==> src/rtl/reg_write_arb_if.sv <==
// Handshake and write-port bundle between two register-file writers and the write arbiter.
// The requester side uses master and the arbiter uses slave.
interface reg_write_arb_if;
   logic        REQ_A;
   logic        LOCK_A;
   logic [2:0]  DR_A;
   logic [15:0] DATA_A;
   logic        REQ_B;
   logic        LOCK_B;
   logic [2:0]  DR_B;
   logic [15:0] DATA_B;
   logic        GNT_A;
   logic        GNT_B;
   logic        LD_REG;
   logic [2:0]  DR;
   logic [15:0] DataBus;
   logic [1:0]  OWNER;

   modport master (
      output REQ_A, LOCK_A, DR_A, DATA_A,
      output REQ_B, LOCK_B, DR_B, DATA_B,
      input  GNT_A, GNT_B, LD_REG, DR, DataBus, OWNER
   );

   modport slave (
      input  REQ_A, LOCK_A, DR_A, DATA_A,
      input  REQ_B, LOCK_B, DR_B, DATA_B,
      output GNT_A, GNT_B, LD_REG, DR, DataBus, OWNER
   );
endinterface

==> src/rtl/reg_write_arb.sv <==
// Two-requester register-file write arbiter with round-robin and bounded lock bursts.
// Define REG_WRITE_ARB_FIXED_PRIO_EN to make A always win in IDLE and ignore LOCK_B.
module reg_write_arb #(
   parameter int unsigned BURST_MAX = 4
) (
   input logic           CLK,
   input logic           Reset,
   reg_write_arb_if.slave bus
);

   typedef enum logic [1:0] {
      IDLE  = 2'b00,
      OWN_A = 2'b01,
      OWN_B = 2'b10
   } state_t;

   localparam logic [3:0] MAX_CNT = 4'(BURST_MAX);

`ifdef REG_WRITE_ARB_FIXED_PRIO_EN
   localparam bit FIXED_PRIO = 1'b1;
`else
   localparam bit FIXED_PRIO = 1'b0;
`endif

   state_t      state_reg, state_next;
   logic [3:0]  cnt_reg, cnt_next;
   logic        ptr_b_reg, ptr_b_next;
   logic        ld_en_reg, ld_en_next;
   logic [2:0]  dr_reg, dr_next;
   logic [15:0] data_reg, data_next;

   logic        gnt_a;
   logic        gnt_b;
   logic        lock_b_eff;
   logic [3:0]  cnt_inc;
   logic [3:0]  cnt_try;

`ifdef REG_WRITE_ARB_FIXED_PRIO_EN
   assign lock_b_eff = bus.LOCK_B & 1'b0;
`else
   assign lock_b_eff = bus.LOCK_B;
`endif

   assign cnt_inc = (cnt_reg >= MAX_CNT) ? MAX_CNT : cnt_reg + 4'd1;

   // State register, burst counter, round-robin pointer and the registered write port.
   always_ff @(posedge CLK) begin
      if (Reset) begin
         state_reg <= IDLE;
         cnt_reg   <= 4'd0;
         ptr_b_reg <= 1'b0;
         ld_en_reg <= 1'b0;
         dr_reg    <= 3'b000;
         data_reg  <= 16'h0000;
      end else begin
         state_reg <= state_next;
         cnt_reg   <= cnt_next;
         ptr_b_reg <= ptr_b_next;
         ld_en_reg <= ld_en_next;
         dr_reg    <= dr_next;
         data_reg  <= data_next;
      end
   end

   // Next state: every grant chooses the following owner from its own LOCK bit.
   always_comb begin
      state_next = IDLE;
      cnt_next   = 4'd0;
      ptr_b_next = ptr_b_reg;
      ld_en_next = 1'b0;
      dr_next    = dr_reg;
      data_next  = data_reg;
      cnt_try    = 4'd1;
      if (gnt_a) begin
         ld_en_next = 1'b1;
         dr_next    = bus.DR_A;
         data_next  = bus.DATA_A;
         ptr_b_next = 1'b1;
         if (bus.LOCK_A) begin
            cnt_try = (state_reg == OWN_A) ? cnt_inc : 4'd1;
            if (!(cnt_try == MAX_CNT && bus.REQ_B)) begin
               state_next = OWN_A;
               cnt_next   = cnt_try;
            end
         end
      end else if (gnt_b) begin
         ld_en_next = 1'b1;
         dr_next    = bus.DR_B;
         data_next  = bus.DATA_B;
         ptr_b_next = 1'b0;
         if (lock_b_eff) begin
            cnt_try = (state_reg == OWN_B) ? cnt_inc : 4'd1;
            if (!(cnt_try == MAX_CNT && bus.REQ_A)) begin
               state_next = OWN_B;
               cnt_next   = cnt_try;
            end
         end
      end
   end

   // Grants: the owner wins while requesting, otherwise the other side may use the slot.
   always_comb begin
      gnt_a = 1'b0;
      gnt_b = 1'b0;
      if (!Reset) begin
         unique case (state_reg)
            OWN_A: begin
               if (bus.REQ_A) gnt_a = 1'b1;
               else           gnt_b = bus.REQ_B;
            end
            OWN_B: begin
               if (bus.REQ_B) gnt_b = 1'b1;
               else           gnt_a = bus.REQ_A;
            end
            default: begin
               if (bus.REQ_A && bus.REQ_B) begin
                  if (FIXED_PRIO || !ptr_b_reg) gnt_a = 1'b1;
                  else                          gnt_b = 1'b1;
               end else begin
                  gnt_a = bus.REQ_A;
                  gnt_b = bus.REQ_B;
               end
            end
         endcase
      end
   end

   assign bus.GNT_A   = gnt_a;
   assign bus.GNT_B   = gnt_b;
   // Outputs are forced to reset values while Reset is high, killing a write pending from the last grant.
   assign bus.LD_REG  = ld_en_reg & ~Reset;
   assign bus.DR      = Reset ? 3'b000 : dr_reg;
   assign bus.DataBus = Reset ? 16'h0000 : data_reg;
   assign bus.OWNER   = Reset ? 2'b00 : state_reg;

endmodule

==> src/flat_wrapper.sv <==
// flat-port wrapper written by rule: the top's interface ports become plain ports
module reg_write_arb_flat 
#(
   parameter int unsigned BURST_MAX = 4
)
  (CLK, Reset, bus_REQ_A, bus_LOCK_A, bus_DR_A, bus_DATA_A, bus_REQ_B, bus_LOCK_B, bus_DR_B, bus_DATA_B, bus_GNT_A, bus_GNT_B, bus_LD_REG, bus_DR, bus_DataBus, bus_OWNER);
  reg_write_arb_if bus_i ();
  input logic CLK;
  input logic Reset;
  input wire logic [$bits(bus_i.REQ_A)-1:0] bus_REQ_A;
  input wire logic [$bits(bus_i.LOCK_A)-1:0] bus_LOCK_A;
  input wire logic [$bits(bus_i.DR_A)-1:0] bus_DR_A;
  input wire logic [$bits(bus_i.DATA_A)-1:0] bus_DATA_A;
  input wire logic [$bits(bus_i.REQ_B)-1:0] bus_REQ_B;
  input wire logic [$bits(bus_i.LOCK_B)-1:0] bus_LOCK_B;
  input wire logic [$bits(bus_i.DR_B)-1:0] bus_DR_B;
  input wire logic [$bits(bus_i.DATA_B)-1:0] bus_DATA_B;
  output wire logic [$bits(bus_i.GNT_A)-1:0] bus_GNT_A;
  output wire logic [$bits(bus_i.GNT_B)-1:0] bus_GNT_B;
  output wire logic [$bits(bus_i.LD_REG)-1:0] bus_LD_REG;
  output wire logic [$bits(bus_i.DR)-1:0] bus_DR;
  output wire logic [$bits(bus_i.DataBus)-1:0] bus_DataBus;
  output wire logic [$bits(bus_i.OWNER)-1:0] bus_OWNER;
  assign bus_i.REQ_A = bus_REQ_A;
  assign bus_i.LOCK_A = bus_LOCK_A;
  assign bus_i.DR_A = bus_DR_A;
  assign bus_i.DATA_A = bus_DATA_A;
  assign bus_i.REQ_B = bus_REQ_B;
  assign bus_i.LOCK_B = bus_LOCK_B;
  assign bus_i.DR_B = bus_DR_B;
  assign bus_i.DATA_B = bus_DATA_B;
  assign bus_GNT_A = bus_i.GNT_A;
  assign bus_GNT_B = bus_i.GNT_B;
  assign bus_LD_REG = bus_i.LD_REG;
  assign bus_DR = bus_i.DR;
  assign bus_DataBus = bus_i.DataBus;
  assign bus_OWNER = bus_i.OWNER;
  reg_write_arb #(.BURST_MAX(BURST_MAX)) u_core (.CLK(CLK), .Reset(Reset), .bus(bus_i));
endmodule
==> config.mk <==
export PLATFORM = sky130hd
export DESIGN_NAME = reg_write_arb_flat
export DESIGN_NICKNAME = d
export VERILOG_FILES = /design/src/rtl/reg_write_arb_if.sv /design/src/rtl/reg_write_arb.sv /design/src/flat_wrapper.sv
export SDC_FILE = /design/constraint.sdc
export NUM_CORES = 1
export LEC_CHECK = 0
export ABC_AREA = 1
export ABC_CLOCK_PERIOD_IN_PS = 2300
export CAP_MARGIN = 30
export CORE_MARGIN = 1
export CORE_UTILIZATION = 47
export DETAILED_ROUTE_END_ITERATION = 10
export GPL_TIMING_DRIVEN = 0
export PLACE_DENSITY = 0.85
export SYNTH_ARGS = -nofsm -noshare
export SYNTH_HDL_FRONTEND = slang
export SYNTH_SLANG_ARGS = --single-unit
==> constraint.sdc <==
create_clock -name CLK -period 2.3 [get_ports CLK]
set_input_delay 0.345 -clock CLK [delete_from_list [all_inputs] [get_ports CLK]]
set_output_delay 0.345 -clock CLK [all_outputs]
set_load 0.02 [all_outputs]
==> flow_summary.yaml, run 1 <==
route:
  met2WireLength_um: 2140
  ant_nets: 0
  met3_wirelength_um: 247
  wl_met1_um: 1870
  drt_iter0_drc: 140
  wl_per_cell_um: 11.6
  drc: 0
  dr.pass1.iters: 4
  num_vias: 1780
  highest_layer: "met4"
  wirelength_um: 4310
  viasPerCell: 4.78
die:
  coreArea_sq_um: 3470
  initial_core_util_pct: 50.7
  dieArea_sq_um: 3990
  placementRows: 21
  fp.dieH_um: 63.2
  die_width_um: 63.2
  ioPinCount: 68
synth:
  synth_area_per_cell_sq_um: 6.90
  synth_fp_nets: 302
  ys_seq_elements: 27
  synth_seq_area_share_pct: 30.7
  synth_area_sq_um: 1760
  yosysWarnings: 0
  synthCells: 255
  ys_types: 23
setup_path:
  critPathSlowestCell: "dfxtp_1"
  cp-start-kind: "flop"
  path_max_fanout: 10
  critPathArrivalTime_ns: 1.76
  cp.required_ns: 1.96
  crit_chain: "inv_1 > ha_4 > a21oi_1 > nand2_2 > nand3_4 > inv_2 > buf_6 > clkbuf_2"
  worstSetupPathType: "reg -> out"
  endpoint_kind: "output pin"
  slowest_delay_ns: 0.34
cells_and_area:
  fin_nets: 374
  layout_commonest_cell: "clkdlybuf4s50_1"
  n_fill_cell: 289
  area_delta_synth_final_pct: 44.3
  largest_reg_flops: 16
  finalInstanceArea_sq_um: 2540
  postLayoutCoreUtil_pct: 73.2
  antennaDiodeCount: 0
  seqCellArea_sq_um: 541
  final_cell_mix: "62 x clkdlybuf4s50_1, 56 x nand2_1, 47 x inv_1"
  multi_input_area_sq_um: 911
  drive_above_1_share_pct: 14.7
clock_tree:
  cts_sinks: 27
  clk_path_buf_depth: 2
  insertion_delay_ns: 0.28
  path_clk_slew_ns: 0.09
  cts_htree_levels: 1
  root_buffer: "clkbuf_8"
  cts-hold-fix-buffers: 0
  cts_tree: "done"
  numCtsBuffers: 3
global_route:
  grt_max_degree: 16
  grt_antenna_before_repair: 0
  grt_pass1_vias: 1717
  gr-total-overflow: 0
  grt_pass1_wl_um: 7380
  track_usage_pct: 23.3
timing:
  skew_ns: 0.00196
  rsz0062_at_grt: "false"
  slew_headroom_pct: 65.5
  hold_violations: 0
  setup_viol: 0
  drv_slew: 0
  hold_ws_ns: 0.497
  fin_crit_ns: 2.11
  tns_ns: 0
  fmax_mhz: 475
  fin_crit_sh_pct: 91.5
  tightestPinTransition_ns: 0.518
placed_design:
  placed_area_sq_um: 2480
  routabilityCongestion: 0.879
  dp_hpwl_um: 3210
  numPortBuffers: 66
flow_run:
  max-cap-violations: 0
min_path:
  hold_path.class: "reg -> reg"
pwr:
  power_uw: 1460
  power_density_nw_per_um2: 576
  leakage_uw: 0.00122
  vdd_drop_max_v: 0.000474
outcome:
  run_status: "finished clean"
where the power goes:
group | total (uW) | switching (uW) | internal, uW
sequential | 569 | 23.0 | 546
clock | 277 | 156 | 122
combinational | 615 | 330 | 285
total | 1460 | 509 | 953
Yosys cell counts:
| library cell | n | area [sq um] |
|---|---|---|
| conb_1 | 1 | 3.75 |
| nand2_4 | 3 | 33.8 |
| nand2_1 | 56 | 210 |
| nor2_4 | 1 | 11.3 |
| a21oi_1 | 7 | 35.0 |
| nor2_1 | 28 | 105 |
| inv_1 | 47 | 176 |
| inv_2 | 2 | 7.51 |
| inv_4 | 1 | 6.26 |
| and2_1 | 1 | 6.26 |
| nand4_1 | 11 | 68.8 |
| buf_2 | 1 | 5.00 |
| buf_1 | 3 | 11.3 |
| buf_12 | 4 | 80.1 |
| nand2_2 | 11 | 68.8 |
| dfxtp_1 | 27 | 541 |
| o21ai_0 | 1 | 5.00 |
| ha_1 | 3 | 37.5 |
| nor3_1 | 1 | 5.00 |
| nand3_1 | 29 | 145 |
| nand3_2 | 11 | 110 |
| nand3_4 | 3 | 52.6 |
| buf_6 | 3 | 33.8 |
worst max-delay path: cells and delay by family (launching register included):
kind,cells,cell delay [ns]
flops,1,0.34
simple gates,2,0.28
fa+ha+maj,1,0.31
buf+inv,4,0.49
compound gates,1,0.06
cell families after synthesis:
kind of cell / after synthesis / synth area share [%]
buffers and inverters: 61 / 18.2
DFF: 27 / 30.7
other: 1 / 0.213
AOI/OAI and AO/OA: 8 / 2.28
and+or+nand+nor: 155 / 46.4
adders and majority gates: 3 / 2.13
final timing paths:
| path | startpoint | endpoint | slack (ns) | cells past startpoint |
|---|---|---|---|---|
| setup / recovery | u_core.state_reg[0]$_SDFF_PP0_ | bus_GNT_B | 0.19 | 8 |
| hold / removal | u_core.ptr_b_reg$_SDFFE_PP0P_ | u_core.ptr_b_reg$_SDFFE_PP0P_ | 0.50 | 2 |
| setup reg to reg | u_core.state_reg[0]$_SDFF_PP0_ | u_core.cnt_reg[0]$_SDFF_PP0_ | 0.66 | 9 |
| hold reg to reg | u_core.ptr_b_reg$_SDFFE_PP0P_ | u_core.ptr_b_reg$_SDFFE_PP0P_ | 0.50 | 2 |
repair_timing:
item / in CTS / in global routing
endpoints found under the hold margin: 0 / 0
gates cloned: 0 / 0
resized for setup: 6 / 5
pin swaps: 1 / 0
setup endpoints to repair: 2 / 2
buffers inserted: 1 / 0
layer usage:
layer / up-vias / global-route usage, %
met5: - / 0
met4: 0 / 7.95
met3: 4 / 4.71
met2: 50 / 40.6
met1: 796 / 28.3
li1: 930 / -
layout make-up:
type                            count  share of cell area, %
Clock inverter                      1                  0.197
Clock buffer                        3                   1.63
Tap cell                           46                   2.27
Timing Repair Buffer               67                   26.1
Sequential cell                    27                   21.3
Multi-Input combinational cell    167                   35.9
Buffer                             11                   5.13
Inverter                           50                   7.49
per-stage QoR:
stage               setup slack (ns)  std cells
detailed placement            -0.376        367
CTS                         0.000504        372
global route                  0.0855        372
finish                         0.195        372
global placement              -0.356        367
floorplan                      0.611        255
Note: power is estimated with default switching activity, not from simulation.
==> run 2, diff against run 1 <==
- CAP_MARGIN: 30 -> unset
- SETUP_SLACK_MARGIN: unset -> 0.05
==> run 2 against run 1 <==
Count of clock-buffer cells in the layout unchanged. Worst hold slack about the same. Global-route usage up 0.31 points. Final area up 0.74%. Combinational power up 1%. Critical path depth unchanged. Largest cell class unchanged. Power up 0.59%. Cell count unchanged.
==> flow_summary.yaml, run 2 (synthesis gave the netlist of run 1 again) <==
pwr:
  power_uw: 1470
  vdd_drop_max_v: 0.000480
  power_frac_seq_pct: 38.7
  leakage_uw: 0.00122
  swShare_pct: 34.9
  internal-power_uw: 957
  comb_power_share_pct: 42.5
  p_sw_uw: 514
  pwr-share-clk_pct: 18.8
  power_density_nw_per_um2: 575
route:
  wirelength_um: 4410
  drt_iter0_drc: 123
  wl_per_cell_um: 11.8
  ant_nets: 0
  num_vias: 1798
  viasPerCell: 4.83
  drc: 0
  dr.pass1.iters: 4
clock_tree:
  cts_sinks: 27
  path_clk_slew_ns: 0.09
  insertion_delay_ns: 0.28
  cts-hold-fix-buffers: 0
  cts_tree: "done"
  root_buffer: "clkbuf_8"
  cts_htree_levels: 1
  numCtsBuffers: 3
  clk_path_buf_depth: 2
die:
  dieArea_sq_um: 3990
  initial_core_util_pct: 50.7
  ioPinCount: 68
  placementRows: 21
  die_width_um: 63.2
  fp.dieH_um: 63.2
  coreArea_sq_um: 3470
setup_path:
  endpoint_kind: "output pin"
  critPathArrivalTime_ns: 1.80
  cp.required_ns: 1.96
  path_max_fanout: 10
  worstSetupPathType: "reg -> out"
  cp-start-kind: "flop"
placed_design:
  dpl.cell_count: 367
  routabilityCongestion: 0.879
  numPortBuffers: 66
  place_ws_ns: -0.376
  dp_hpwl_um: 3210
cells_and_area:
  multi_input_area_sq_um: 930
  stdcell_count: 372
  layout_commonest_cell: "clkdlybuf4s50_1"
  final_cell_mix: "62 x clkdlybuf4s50_1, 56 x nand2_1, 47 x inv_1"
  n_fill_cell: 283
  area_delta_synth_final_pct: 45.4
  antennaDiodeCount: 0
  largest_reg_flops: 16
  drive_above_1_share_pct: 15.3
  seqCellArea_sq_um: 541
  fin_nets: 374
timing:
  hold_violations: 0
  fin_crit_ns: 2.14
  postLayoutSetupSlackWorst_ns: 0.160
  skew_ns: 0.00170
  slew_headroom_pct: 64.9
  fmax_mhz: 467
  rsz0062_at_grt: "false"
  tightestPinTransition_ns: 0.526
  drv_slew: 0
  setup_viol: 0
  fin_crit_sh_pct: 93.1
flow_run:
  max-cap-violations: 0
global_route:
  grt_max_degree: 16
  track_usage_pct: 23.6
  grt_pass1_wl_um: 7480
  grt_pass1_vias: 1730
  grt_antenna_before_repair: 0
  gr-total-overflow: 0
min_path:
  hold_path.class: "reg -> reg"
outcome:
  run_status: "finished clean"
==> run 2: final timing paths <==
path / from / end / slack [ns] / cells past startpoint
setup / recovery: u_core.state_reg[0]$_SDFF_PP0_ / bus_GNT_A / 0.16 / 8
hold / removal: u_core.ptr_b_reg$_SDFFE_PP0P_ / u_core.ptr_b_reg$_SDFFE_PP0P_ / 0.50 / 2
setup reg to reg: u_core.state_reg[0]$_SDFF_PP0_ / u_core.cnt_reg[0]$_SDFF_PP0_ / 0.63 / 9
hold reg to reg: u_core.ptr_b_reg$_SDFFE_PP0P_ / u_core.ptr_b_reg$_SDFFE_PP0P_ / 0.50 / 2
==> run 2: per-layer routing <==
| metal | share of wire [%] | vias up | GRT usage, % |
|---|---|---|---|
| met5 | 0 | - | 0 |
| met4 | 0.79 | 0 | 8.81 |
| met3 | 5.3 | 2 | 4.71 |
| met2 | 51 | 47 | 40.9 |
| met1 | 43 | 823 | 28.6 |
| li1 | - | 926 | - |
==> run 2: what timing repair did <==
action | in CTS | in global routing
pin swaps | 1 | 1
endpoints found under the hold margin | 0 | 0
endpoints found under the setup margin | 2 | 2
buffers inserted | 1 | 0
resized for setup | 8 | 8
==> run 2: through the flow <==
stage          area [sq um]  hold slack (ns)  utilization (%)  setup TNS [ns]
3_3_place_gp           2480            0.465             71.4          -0.577
5_1_grt                2560            0.517             73.7               0
6_report               2560            0.496             73.7               0
3_5_place_dp           2480            0.479             71.4          -0.621
4_1_cts                2550            0.493             73.4               0
2_1_floorplan          1760            0.443                -               0
==> run 2: final cells by class <==
class	instances	area share (%)
Multi-Input combinational cell	167	36.4
Timing Repair Buffer	67	25.9
Sequential cell	27	21.1
Inverter	50	7.44
Buffer	11	5.09
Tap cell	46	2.25
Clock buffer	3	1.61
Clock inverter	1	0.196
==> run 2: critical path: stages (launching register included) <==
cell and delay [ns]:
dfxtp_1 0.35, inv_1 0.09, ha_4 0.32, inv_1 0.08
nand3_4 0.15, nand2_4 0.09, nor2_4 0.13, buf_6 0.14
buf_2 0.17
==> run 2: power by group through the flow <==
stage,clock network [uW],logic (uW),registers (uW)
floorplan,0,390,573
global placement,0,601,575
detailed placement,0,611,579
global route,306,683,578
CTS,284,621,569
finish,277,624,569
==> run 3, diff against run 2 <==
- CORE_MARGIN: 1 -> 3
- MAX_ROUTING_LAYER: unset -> met4
- SLEW_MARGIN: unset -> 20
==> run 3 against run 2 <==
Die area up 13%. Critical endpoint unchanged. Count of clock-buffer cells in the layout up 1. Largest cell class unchanged. Clock skew up 0.0053 ns. Sequential cell count unchanged. Routed wire length up 3.8%. Final area up 1.5%.
==> flow_summary.yaml, run 3 (synthesis gave the netlist of run 1 again) <==
outcome:
  run_status: "finished clean"
cells_and_area:
  seqCellArea_sq_um: 541
  n_fill_cell: 288
  largest_reg_flops: 16
  drive_above_1_share_pct: 16.1
  stdcell_count: 376
  antennaDiodeCount: 0
  area_delta_synth_final_pct: 47.5
  finalInstanceArea_sq_um: 2590
  layout_commonest_cell: "clkdlybuf4s50_1"
  final_cell_mix: "62 x clkdlybuf4s50_1, 56 x nand2_1, 47 x inv_1"
  fin_nets: 378
  multi_input_area_sq_um: 926
clock_tree:
  cts-hold-fix-buffers: 0
  cts_tree: "done"
  root_buffer: "clkbuf_8"
  insertion_delay_ns: 0.27
  path_clk_slew_ns: 0.09
  clk_path_buf_depth: 2
  numCtsBuffers: 3
  cts_sinks: 27
  cts_htree_levels: 1
global_route:
  gr-total-overflow: 0
  grt_max_degree: 15
  grt_pass1_wl_um: 6930
  grt_pass1_vias: 1562
  grt_antenna_before_repair: 0
  track_usage_pct: 20.7
timing:
  slew_headroom_pct: 65.8
  fin_crit_sh_pct: 93.0
  rsz0062_at_grt: "false"
  tightestPinTransition_ns: 0.514
  drv_slew: 0
  fin_crit_ns: 2.14
  hold_violations: 0
  setup_viol: 0
  tns_ns: 0
  skew_ns: 0.00702
  fmax_mhz: 467
die:
  fp.dieH_um: 67.2
  coreArea_sq_um: 3470
  initial_core_util_pct: 50.7
  die_width_um: 67.2
  placementRows: 21
  dieArea_sq_um: 4510
  ioPinCount: 68
route:
  ant_nets: 0
  num_vias: 1801
  wirelength_um: 4570
  drc: 0
  wl_per_cell_um: 12.2
  viasPerCell: 4.79
  drt_iter0_drc: 58
  dr.pass1.iters: 4
setup_path:
  worstSetupPathType: "reg -> out"
  path_max_fanout: 10
  critPathArrivalTime_ns: 1.79
  cp-start-kind: "flop"
  cp.required_ns: 1.96
  endpoint_kind: "output pin"
placed_design:
  routabilityCongestion: 0.838
  dp_hpwl_um: 3460
  dpl.cell_count: 367
  placed_area_sq_um: 2480
  numPortBuffers: 66
pwr:
  power_density_nw_per_um2: 570
  vdd_drop_max_v: 0.000458
  leakage_uw: 0.00123
min_path:
  hold_path.class: "in -> reg"
flow_run:
  max-cap-violations: 0
## run 3: cell count changes in the layout (fill, tap and decap cells not counted), sizes merged
cell           delta
buf               +2
clkdlybuf4s15     +2
clkbuf            +1
clkinv            -1
## run 3: power by group
group          leakage, uW  switching [uW]  internal, uW
logic             0.000985             342           299
clock network    0.0000228             146           124
registers         0.000225            22.5           546
## run 3: cell type report
| type | instances | area share, % |
|---|---|---|
| multi-input cells | 167 | 35.7 |
| repair buffers | 71 | 27.2 |
| flip-flops and latches | 27 | 20.8 |
| inverters | 50 | 7.33 |
| plain buffers | 11 | 5.01 |
| well taps | 46 | 2.22 |
| clock buffers | 4 | 1.74 |
## run 3: critical path: stages, from the launching register on
cell             delay (ns)
dfxtp_1                0.34
inv_1                  0.08
ha_4                   0.31
inv_1                  0.08
nand3_4                0.10
nand2_4                0.08
nor2_4                 0.12
buf_6                  0.14
clkdlybuf4s15_2        0.26
## run 3: stage by stage
| step | total power [uW] | hold WS (ns) | util [%] | setup slack, ns |
|---|---|---|---|---|
| CTS | 1470 | 0.483 | 73.1 | 0.0505 |
| floorplan | 963 | 0.443 | - | 0.611 |
| global placement | 1180 | 0.466 | 71.4 | -0.352 |
| global route | 1570 | 0.522 | 74.8 | 0.0533 |
| finish | 1480 | 0.491 | 74.8 | 0.160 |
| detailed placement | 1200 | 0.471 | 71.4 | -0.376 |
## run 3: path summary, 6_finish.rpt
| path | startpoint | endpoint | slack [ns] | cells after the start |
|---|---|---|---|---|
| worst max-delay path | u_core.state_reg[0]$_SDFF_PP0_ | bus_GNT_A | 0.16 | 8 |
| worst min-delay path | Reset | u_core.dr_reg[0]$_SDFFE_PP0P_ | 0.49 | 4 |
| worst max register to register | u_core.state_reg[0]$_SDFF_PP0_ | u_core.data_reg[12]$_SDFFE_PP0P_ | 0.60 | 11 |
| worst min register to register | u_core.ptr_b_reg$_SDFFE_PP0P_ | u_core.ptr_b_reg$_SDFFE_PP0P_ | 0.49 | 2 |
## run 3: what timing repair did
action | in CTS | in global routing
pin swaps | 1 | 2
endpoints found under the hold margin | 0 | 0
setup buffers | 1 | 4
resized for setup | 7 | 6
setup endpoints to repair | 2 | 2
## run 3: per-layer routing
metal	up-vias	part of all wire (%)	track usage, %
met5	-	0	-
met1	800	42	24.8
met4	0	0.83	5.57
li1	933	-	-
met3	4	6.9	3.99
met2	64	50	35.2
